--- src/rtl/run_sequencer.sv ---
// -----------------------------------------------------------------------------
// run_sequencer
//
// Generates the 3-bit instruction phase (0..7) for the VeriRISC control
// decoder. It is also the single run-control point for the CPU, with three
// modes: free-run, halted and single-step. A retired-instruction counter is
// exposed for debug use.
//
// Parameters
//   CNT_W          width of the retired-instruction counter
//   START_RUNNING  1 = leave reset in RUN, 0 = leave reset in HALTED
//
// Ports
//   clk          system clock, rising edge
//   rst          synchronous, active-high reset
//   halt         halt request from the controller; honoured only in phase 4
//   go           resume pulse; honoured only while halted
//   step         single-instruction pulse; honoured only while halted
//   brk          (RUN_SEQUENCER_BREAK_EN only) breakpoint; honoured in RUN at
//                phase 7
//   phase        current instruction phase, registered
//   running      1 in RUN or STEP, 0 in HALTED
//   cycle_done   high during the phase-7 cycle of a completing instruction
//   instr_count  number of retired instructions, wraps modulo 2^CNT_W
//
// Optional feature macro: RUN_SEQUENCER_BREAK_EN (adds the brk input).
// -----------------------------------------------------------------------------
module run_sequencer #(
    parameter int CNT_W         = 16,
    parameter bit START_RUNNING = 1'b1
) (
    input  logic             clk,
    input  logic             rst,
    input  logic             halt,
    input  logic             go,
    input  logic             step,
`ifdef RUN_SEQUENCER_BREAK_EN
    input  logic             brk,
`endif
    output logic [2:0]       phase,
    output logic             running,
    output logic             cycle_done,
    output logic [CNT_W-1:0] instr_count
);

    localparam logic [1:0] ST_RUN    = 2'd0;
    localparam logic [1:0] ST_STEP   = 2'd1;
    localparam logic [1:0] ST_HALTED = 2'd2;

    localparam logic [1:0] ST_RESET = START_RUNNING ? ST_RUN : ST_HALTED;

    logic [1:0] state;
    logic [1:0] state_nxt;
    logic [2:0] phase_nxt;
    logic       retire;
    logic       active;
    logic       brk_hit;

    // A breakpoint only matters in free-run; a single step halts on its own.
`ifdef RUN_SEQUENCER_BREAK_EN
    assign brk_hit = brk && (state == ST_RUN);
`else
    assign brk_hit = 1'b0;
`endif

    assign active     = (state == ST_RUN) || (state == ST_STEP);
    assign running    = active;
    assign cycle_done = active && (phase == 3'd7);

    always_comb begin
        // NOTE: every output of this block gets a default first, so no path
        // leaves a signal unassigned and no latch is inferred.
        state_nxt = state;
        phase_nxt = phase;
        retire    = 1'b0;

        case (state)
            ST_HALTED: begin
                // Phase parks at 0; the first active cycle after leaving
                // HALTED therefore shows phase 0 for one cycle.
                phase_nxt = 3'd0;
                if (go) begin
                    state_nxt = ST_RUN;
                end else if (step) begin
                    state_nxt = ST_STEP;
                end
            end

            ST_RUN, ST_STEP: begin
                if ((phase == 3'd4) && halt) begin
                    // HLT is abandoned after phase 4 but still counts as
                    // retired; the PC was already advanced in phase 4.
                    state_nxt = ST_HALTED;
                    phase_nxt = 3'd0;
                    retire    = 1'b1;
                end else if (phase == 3'd7) begin
                    phase_nxt = 3'd0;
                    retire    = 1'b1;
                    if ((state == ST_STEP) || brk_hit) begin
                        state_nxt = ST_HALTED;
                    end
                end else begin
                    phase_nxt = phase + 3'd1;
                end
            end

            default: begin
                // Unreachable encoding: park safely.
                state_nxt = ST_HALTED;
                phase_nxt = 3'd0;
            end
        endcase
    end

    always_ff @(posedge clk) begin
        // NOTE: sequential state uses non-blocking assignments so every
        // register samples the pre-edge values of the others.
        if (rst) begin
            state       <= ST_RESET;
            phase       <= 3'd0;
            instr_count <= '0;
        end else begin
            state <= state_nxt;
            phase <= phase_nxt;
            if (retire) begin
                instr_count <= instr_count + CNT_W'(1);
            end
        end
    end

endmodule
--- config.mk ---
export PLATFORM = sky130hd
export DESIGN_NAME = run_sequencer
export DESIGN_NICKNAME = d
export VERILOG_FILES = /design/src/rtl/run_sequencer.sv
export SDC_FILE = /design/constraint.sdc
export NUM_CORES = 1
export LEC_CHECK = 0
export CORE_MARGIN = 5
export CORE_UTILIZATION = 47
export CTS_CLUSTER_SIZE = 28
export DETAILED_ROUTE_END_ITERATION = 8
export PLACE_DENSITY = 0.73
export SYNTH_ARGS = -nofsm -noshare
export SYNTH_HDL_FRONTEND = slang
export SYNTH_SLANG_ARGS = --single-unit
--- constraint.sdc ---
create_clock -name clk -period 2.4 [get_ports clk]
set_clock_uncertainty 0.15 [all_clocks]
set_input_delay 0.24 -clock clk [delete_from_list [all_inputs] [get_ports clk]]
set_output_delay 0.24 -clock clk [all_outputs]
set_load 0.1 [all_outputs]
==> qor.csv, run 1 <==
metric,value,unit
status,finished clean,
min Tclk post-route,2.05,ns
P per Cell Area,495,nW/um2
critical path peak fanout,9,
slew of the pin with the lowest slew margin,0.421,ns
GR Overflow Total,0,
Sw Pwr,0.179,mW
async set or reset register ratio after synthesis,0,
Core Area,2000,um2
Clock Latency Late Sink,0.30,ns
GRT Util Overall,0.136,
share of power burned in registers,0.580,
vias in the first global route,820,
Post-synth top flop,dfxtp_1,
final hold vios,0,
global-route wire length before repair,3.47,mm
synth top area cells,"dfxtp_1 (42%), ha_1 (5.0%), a21oi_1 (4.5%), xor2_1 (4.3%), nor2_1 (3.7%)",
Comb pwr share,0.155,
Worst Reg-to-Reg Cells,6,
die width,56.4,um
total wire length,2.07,mm
FF-to-FF Start,phase[0],
Synth top area share,0.416,
final worst-path cycle share,0.853,
fillers,178,
Final Util,0.633,
RSZ-0062 raised after global routing,no,
CTS Root Cell,clkbuf_4,
H-tree depth,1,
register area,429,um2
hold path endpoint,instr_count[15],
number of enable flip-flop cells after synthesis,0,
Initial Utilization,0.504,
warning count from the yosys run,0,
share of cells above drive strength 1,0.296,
WHS Path Cells,2,
GPL Wtd Cong,0.781,
largest net degree at the start of global routing,19,
post-DR vias/cell,5.38,
# port buffers,25,
Leak,0.529,nW
R2R setup slack,0.35,ns
relative slew slack,0.718,
final setup violation count,0,
Area Overhead vs Synth,25.5,%
Post-Syn Nets,118,
1st-pass router iterations,4,
"Slew Viols, Final",0,
cell taking the most area after synthesis,dfxtp_1,
maximum clock frequency,489,MHz
Vias,871,
Total Neg Setup Slack,0,ns
CTS Buf Count,3,
die height,56.4,um
antenna-violating nets left,0,
area of the die,3180,um2
CP startpoint kind,flop,
CTS tree,built,
VDD IR-drop max,0.437,mV
WL per Instance,12.8,um
register area share after synthesis,0.416,
Starting DRT DRC Count,19,
Nets,145,
Setup crit end kind,flop,
Int Pwr,0.447,mW
ANT cells,0,
#FFs+latches synth,21,
Clock Power Share,0.265,
most frequent cells in the layout,"buf_4 (22), dfxtp_1 (14), nor2_1 (10)",
TritonCTS Sinks,21,
combined area of the multi-input logic cells,554,um2
"Avg Cell Area, Syn",9.26,um2
Crit path arrival time,2.13,ns
Post-Syn Area,1010,um2
synth unique cells,35,
Post-CTS Hold Buffers,0,
number of post-CTS setup repair buffers,0,
Max Root-Sink Buffers,2,
IO Pins,26,
hold crit path type,flop to flop,
Residual DRC,0,
crit path kind,flop to flop,
"most common cell after layout, fill and taps aside",buf_4,
Hold Crit Start,instr_count[15],
Sw Share,0.286,
clock-pin slew on the worst setup and hold paths,0.11,ns
Cells after Synth,109,
Reg-to-Reg End,instr_count[15],
PostCTS Resize Cnt,0,
max_cap viols,0,
row count,16,
post-DP HPWL,1.55,mm
initial antenna violation count,0,
Worst Path Required,2.48,ns
stage by stage:
step / power [mW] / instances / hold slack, ns / area, um2 / worst slack (ns)
2_1_floorplan: 0.444 / 109 / 0.308 / 1030 / 0.0226
3_3_place_gp: 0.468 / 158 / 0.311 / 1240 / 0.371
3_5_place_dp: 0.469 / 158 / 0.345 / 1240 / 0.300
4_1_cts: 0.637 / 162 / 0.360 / 1270 / 0.344
5_1_grt: 0.661 / 162 / 0.391 / 1270 / 0.216
6_report: 0.627 / 162 / 0.352 / 1270 / 0.354
worst max-delay path by stage:
stage,startpoint,to,slack (ns),depth (start not counted)
after floorplan,instr_count[0],instr_count[12],0.02,5
after global placement,halt,instr_count[15],0.37,5
after detailed placement,halt,instr_count[15],0.30,5
after CTS,phase[1],instr_count[15],0.34,6
after global routing,phase[0],instr_count[15],0.22,6
final,phase[0],instr_count[15],0.35,6
power groups by stage:
stage               logic [mW]  clock network (mW)  registers [mW]
detailed placement      0.0969                   0           0.372
global placement        0.0964                   0           0.371
CTS                     0.0972               0.176           0.364
finish                  0.0969               0.166           0.364
global route             0.101               0.195           0.365
floorplan               0.0263                   0           0.417
synth_stat cells, drive strengths merged, types with 2 or more instances:
cell / instances
ha: 4
or4: 5
xnor2: 3
or3: 2
nand3: 5
a21oi: 9
xor2: 5
nand4: 3
nor2: 10
nor3: 3
and2: 3
nand2: 4
o31ai: 5
and3: 2
inv: 5
clkbuf: 3
dfxtp: 21
o21ai: 3
a211oi: 2
state kept, by name (all words and copies together), names as in the netlist:
register	flops
state	2
instr_count	16
phase	3
layer usage:
| layer | wire length, um | vias to the layer above | share of wire | track usage |
|---|---|---|---|---|
| met4 | 15 | 0 | 0.0072 | 0.0407 |
| met2 | 976 | 23 | 0.47 | 0.239 |
| met5 | 0 | - | 0 | 0 |
| met3 | 135 | 2 | 0.065 | 0.0505 |
| met1 | 944 | 400 | 0.46 | 0.152 |
| li1 | - | 446 | - | - |
worst max-delay path, cell delays in order (launching register included):
cell	delay, ns
dfxtp_2	0.36
ha_1	0.15
ha_1	0.23
a31o_2	0.20
nand2b_1	0.20
or4_1	0.54
a21oi_1	0.15
logic make-up after synthesis:
group / count (synthesis) / synth area share
buffers and inverters: 9 / 0.0421
and+or+nand+nor: 46 / 0.296
adders and majority gates: 4 / 0.0496
xor gates and xnor gates: 8 / 0.0694
DFF: 21 / 0.416
AOI/OAI and AO/OA: 21 / 0.126
area by class of cell:
class	count	share of cell area
clock buffers	4	0.0207
flip-flops and latches	21	0.339
well taps	27	0.0267
multi-input cells	79	0.437
repair buffers	26	0.162
inverters	5	0.0148
Note: power is estimated with default switching activity, not from simulation.
==> run 2, diff against run 1 <==
- CORE_ASPECT_RATIO: not set -> 0.75
- REMOVE_ABC_BUFFERS: not set -> 1
==> run 2 against run 1 <==
Combinational power up 0.4%. Worst setup slack gained 0.018 ns. Worst hold slack got worse by 0.0031 ns. Non-clock buffer count unchanged. Power up 0.41%. Final cell count down 1.9%. Fmax up 0.90%. Sequential share of layout area down 0.19 points. Wire length rose by 1.1%. Register-to-register slack gained 0.02 ns. Critical endpoint is now instr_count[13]. Highest routed layer unchanged.
==> qor.csv, run 2 (synthesis results as in run 1) <==
metric,value,unit,change
status,finished clean,,unchanged
maximum clock frequency,493,MHz,was 489 MHz
GRT Util Overall,0.140,,was 0.136
worst stage delay on the critical path,0.54,ns,about the same
Most common cell on crit path,ha_1,,unchanged
slew of the pin with the lowest slew margin,0.432,ns,was 0.421 ns
min Tclk post-route,2.03,ns,was 2.05 ns
max reg flops,16,,unchanged
CTS Root Cell,clkbuf_4,,unchanged
antenna-violating nets left,0,,unchanged
TritonCTS Sinks,21,,unchanged
Area Overhead vs Synth,23.7,%,was 25.5%
Core Area,2030,um2,was 2000 um2
P per Cell Area,504,nW/um2,was 495 nW/um2
GR Overflow Total,0,,unchanged
CTS tree,built,,unchanged
critical path's slowest cell,or4_1,,unchanged
critical path cell sequence,ha_1 > ha_1 > a31o_2 > nand2b_1 > or4_1 > a21oi_1,,unchanged
share of cells above drive strength 1,0.244,,was 0.296
placed inst area,1220,um2,was 1240 um2
total wire length,2.10,mm,was 2.07 mm
largest net degree at the start of global routing,19,,unchanged
number of post-CTS setup repair buffers,0,,unchanged
CP startpoint kind,flop,,unchanged
Clock Latency Late Sink,0.31,ns,was 0.30 ns
Starting DRT DRC Count,61,,was 19
global-route wire length before repair,3.60,mm,was 3.47 mm
vias in the first global route,800,,was 820
PostCTS Resize Cnt,0,,unchanged
final worst-path cycle share,0.845,,was 0.853
post-DR vias/cell,5.45,,was 5.38
VDD IR-drop max,0.405,mV,was 0.437 mV
pre-CTS setup slack,0.329,ns,was 0.300 ns
post-DP HPWL,1.59,mm,was 1.55 mm
1st-pass router iterations,4,,unchanged
Regs by FF count,"instr_count: 16 flops, phase: 3 flops, state: 2 flops",,unchanged
fillers,177,,was 178
Post-CTS Hold Buffers,0,,unchanged
IO Pins,26,,unchanged
final setup violation count,0,,unchanged
final hold vios,0,,unchanged
GPL Wtd Cong,0.717,,was 0.781
design area,1250,um2,was 1270 um2
max_cap viols,0,,unchanged
crit-path leading delay family,simple AND/OR/NAND/NOR gates,,unchanged
"Slew Viols, Final",0,,unchanged
Nets,145,,unchanged
clock-pin slew on the worst setup and hold paths,0.12,ns,was 0.11 ns
row count,14,,was 16
Crit path arrival time,2.13,ns,about the same
ANT cells,0,,unchanged
"most common cell after layout, fill and taps aside",buf_4,,unchanged
Leak,0.529,nW,about the same
Max Root-Sink Buffers,2,,unchanged
Vias,866,,was 871
critical path peak fanout,9,,unchanged
area of the die,3180,um2,about the same
relative slew slack,0.710,,was 0.718
most frequent cells in the layout,"buf_4 (22), dfxtp_1 (21), nor2_1 (10)",,"was buf_4 (22), dfxtp_1 (14), nor2_1 (10)"
die width,63.5,um,was 56.4 um
Final Util,0.615,,was 0.633
crit path kind,flop to flop,,unchanged
Setup crit end kind,flop,,unchanged
worst setup margin,0.372,ns,was 0.354 ns
# port buffers,25,,unchanged
Worst Path Required,2.50,ns,was 2.48 ns
Largest Register,instr_count,,unchanged
die height,50.1,um,was 56.4 um
initial antenna violation count,0,,unchanged
H-tree depth,1,,unchanged
RSZ-0062 raised after global routing,no,,unchanged
critical path buffer and inverter count,0,,unchanged
hold crit path type,flop to flop,,unchanged
Residual DRC,0,,unchanged
CTS Buf Count,3,,unchanged
WL per Instance,13.2,um,was 12.8 um
Initial Utilization,0.497,,was 0.504
[run 2: cell count changes in the layout (fill, tap and decap cells not counted), sizes merged]
| cell | before | now |
|---|---|---|
| clkinv | 0 | 1 |
| clkbuf | 4 | 3 |
[run 2: cell type report]
| type | instances | area, um2 | area share |
|---|---|---|---|
| Sequential cell | 21 | 420 | 0.337 |
| Clock inverter | 1 | 5.00 | 0.00401 |
| Multi-Input combinational cell | 79 | 547 | 0.438 |
| Tap cell | 24 | 30.0 | 0.0240 |
| Timing Repair Buffer | 26 | 205 | 0.164 |
| Clock buffer | 3 | 22.5 | 0.0180 |
| Inverter | 5 | 18.8 | 0.0150 |
[run 2: worst min-delay path: stages, from the launching register on]
cell	delay, ns
dfxtp_1	0.34
o31ai_1	0.07
a21oi_1	0.05
[run 2: path summary, 6_finish.rpt]
kind	start	to	slack [ns]	cells after the start
setup / recovery	phase[0]	instr_count[13]	0.37	6
hold / removal	instr_count[15]	instr_count[15]	0.35	2
setup reg to reg	phase[0]	instr_count[13]	0.37	6
hold reg to reg	instr_count[15]	instr_count[15]	0.35	2
[run 2: metrics by stage]
stage	power, mW	cells	hold slack, ns	TNS [ns]
2_1_floorplan	0.438	105	0.159	-1.67
3_3_place_gp	0.466	155	0.319	0
5_1_grt	0.661	159	0.387	0
3_5_place_dp	0.467	155	0.329	0
6_report	0.629	159	0.348	0
4_1_cts	0.633	159	0.350	0
[run 2: routing by layer]
metal	vias to the layer above	global-route usage	wire [um]
li1	449	-	-
met1	400	0.190	1080
met2	15	0.213	911
met3	2	0.0424	77
met4	0	0.0450	23
met5	-	0	0
[run 2: power breakdown]
part,internal [mW],switching [mW]
registers,0.355,0.00673
logic,0.0260,0.0713
clock network,0.0622,0.108
total,0.444,0.186
==> run 3, diff against run 2 <==
- CORE_UTILIZATION: 47 -> 42
- PLACE_DENSITY: 0.73 -> 0.69
- clock period: 2.4 -> 1.65 ns (I/O delays scaled with it)
==> run 3 against run 2 <==
Worst hold slack gained 0.064 ns. Worst setup slack lost 0.52 ns. Power grew 63%. Sequential share of layout area shrank 11 points. The flow now finishes with violations (negative setup slack). Clock power grew 53%. Register-to-register slack lost 0.52 ns. Final area grew 57%. Wire length grew 100%. Sequential cell count is the same. Sequential power grew 47%.
==> qor.csv, run 3 (synthesis results as in run 1) <==
metric,value,unit,change
total wire length,4.29,mm,was 2.10 mm
Nets,181,,was 145
RSZ-0062 raised after global routing,yes,,was no
worst stage delay on the critical path,0.44,ns,was 0.54 ns
crit path kind,flop to flop,,unchanged
Core Area,2290,um2,was 2030 um2
Clock Power Share,0.254,,was 0.270
IO Pins,26,,unchanged
"most common cell after layout, fill and taps aside",buf_4,,unchanged
die width,66.6,um,was 63.5 um
Post-CTS Hold Buffers,0,,unchanged
area of the die,3490,um2,was 3180 um2
# port buffers,25,,unchanged
violated checks,negative setup slack,,
Residual DRC,0,,unchanged
Final Util,0.858,,was 0.615
final setup violation count,16,,was 0
vias in the first global route,1209,,was 800
hold crit path type,flop to flop,,unchanged
Starting DRT DRC Count,74,,was 61
post-DR vias/cell,5.75,,was 5.45
relative slew slack,0.691,,was 0.710
pre-CTS setup slack,-0.232,ns,was 0.329 ns
initial antenna violation count,0,,unchanged
CTS Root Cell,clkbuf_4,,unchanged
clock-pin slew on the worst setup and hold paths,0.12,ns,about the same
largest net degree at the start of global routing,19,,unchanged
critical path's slowest cell,or4_4,,was or4_1
Comb pwr share,0.225,,was 0.155
Int Pwr,0.705,mW,was 0.444 mW
max_cap viols,0,,unchanged
"Slew Viols, Final",0,,unchanged
row count,15,,was 14
Max Root-Sink Buffers,2,,unchanged
Most common cell on crit path,ha_4,,was ha_1
Initial Utilization,0.441,,was 0.497
final worst-path cycle share,1.09,,was 0.845
ANT cells,0,,unchanged
min Tclk post-route,1.80,ns,was 2.03 ns
post-DP HPWL,2.30,mm,was 1.59 mm
critical path cell sequence,ha_4 > ha_4 > a31o_4 > buf_6 > nand2_4 > or4_4 > a21oi_2,,was ha_1 > ha_1 > a31o_2 > nand2b_1 > or4_1 > a21oi_1
CTS tree,built,,unchanged
Regs by FF count,"instr_count: 16 flops, phase: 3 flops, state: 2 flops",,unchanged
P per Cell Area,521,nW/um2,was 504 nW/um2
maximum clock frequency,555,MHz,was 493 MHz
GR Overflow Total,0,,unchanged
Clock Latency Late Sink,0.32,ns,was 0.31 ns
crit-path leading delay family,simple AND/OR/NAND/NOR gates,,unchanged
Setup crit end kind,flop,,unchanged
global-route wire length before repair,5.93,mm,was 3.60 mm
antenna-violating nets left,0,,unchanged
GRT Util Overall,0.231,,was 0.140
VDD IR-drop max,0.713,mV,was 0.405 mV
H-tree depth,1,,unchanged
WL per Instance,20.9,um,was 13.2 um
Sw Pwr,0.318,mW,was 0.186 mW
CP startpoint kind,flop,,unchanged
critical path peak fanout,5,,was 9
final hold vios,0,,unchanged
share of cells above drive strength 1,0.596,,was 0.244
share of power burned in registers,0.521,,was 0.575
most frequent cells in the layout,"buf_4 (33), buf_12 (21), nor2_1 (10), dfxtp_1 (10), dfxtp_2 (9)",,"was buf_4 (22), dfxtp_1 (21), nor2_1 (10)"
Vias,1179,,was 866
TritonCTS Sinks,21,,unchanged
placed inst area,1730,um2,was 1220 um2
max reg flops,16,,unchanged
slew of the pin with the lowest slew margin,0.459,ns,was 0.432 ns
die height,52.5,um,was 50.1 um
worst setup margin,-0.150,ns,was 0.372 ns
critical path buffer and inverter count,1,,was 0
CTS Buf Count,3,,unchanged
Area Overhead vs Synth,94.7,%,was 23.7%
Sw Share,0.311,,was 0.295
design area,1970,um2,was 1250 um2
Worst Path Required,1.76,ns,was 2.50 ns
Largest Register,instr_count,,unchanged
Leak,0.822,nW,was 0.529 nW
GPL Wtd Cong,0.771,,was 0.717
Total Power,1.02,mW,was 0.629 mW
1st-pass router iterations,4,,unchanged
Crit path arrival time,1.91,ns,was 2.13 ns
status,"complete, but fails checks",,was finished clean
-- run 3: changes by cell type in the layout (fill, tap and decap cells not counted), moves of 4 or more --
cell	delta
dfxtp_2	+9
buf_4	+11
a21oi_1	-5
a21oi_2	+5
buf_12	+21
dfxtp_1	-11
or4_4	+4
or4_1	-4
-- run 3: worst paths after layout --
check / slack [ns] / end / cells after the start / startpoint
worst min register to register: 0.41 / instr_count[15] / 2 / instr_count[15]
worst max-delay path: -0.15 / instr_count[12] / 7 / phase[1]
worst max register to register: -0.15 / instr_count[12] / 7 / phase[1]
worst min-delay path: 0.41 / instr_count[15] / 2 / instr_count[15]
-- run 3: power groups by stage --
stage                     Sequential (mW)  Clock [mW]  Combinational (mW)
after floorplan                     0.604           0              0.0326
after global placement              0.536           0               0.198
after detailed placement            0.537           0               0.201
after CTS                           0.531       0.258               0.212
after global routing                0.534       0.285               0.243
final                               0.533       0.260               0.230
-- run 3: stage by stage --
step	setup TNS (ns)	instances	hold WS (ns)
CTS	-0.261	202	0.392
global route	-2.13	205	0.431
detailed placement	-1.56	196	0.375
finish	-1.15	205	0.412
global placement	-1.18	196	0.344
floorplan	-14.71	105	0.0841
-- run 3: worst min-delay path, delay by kind of cell, from the launching register on --
family / cells / cell delay [ns]
DFF: 1 / 0.39
AOI/OAI and AO/OA: 2 / 0.14
-- run 3: layer usage --
| layer | wire, um | share of wire | global-route usage | vias up |
|---|---|---|---|---|
| li1 | - | - | - | 520 |
| met1 | 1720 | 0.40 | 0.255 | 580 |
| met2 | 2210 | 0.52 | 0.390 | 56 |
| met3 | 189 | 0.044 | 0.0687 | 23 |
| met4 | 164 | 0.038 | 0.145 | 0 |
| met5 | 0 | 0 | 0 | - |
-- run 3: cell type report --
| type | count | area (um2) |
|---|---|---|
| multi-input combinational | 80 | 696 |
| clock buffer | 3 | 22.5 |
| sequential | 21 | 439 |
| tap | 34 | 42.5 |
| inverter | 5 | 18.8 |
| fill | 125 | 324 |
| timing repair buffer | 61 | 742 |
| clock inverter | 1 | 5.00 |
-- run 3: timing repair --
| item | 4_1_cts | 5_1_grt |
|---|---|---|
| pin swaps | 10 | 9 |
| hold endpoints to repair | 0 | 0 |
| setup endpoints to repair | 16 | 19 |
| gates cloned | 1 | 0 |
| setup buffers | 1 | 3 |
| gates resized for setup | 22 | 23 |
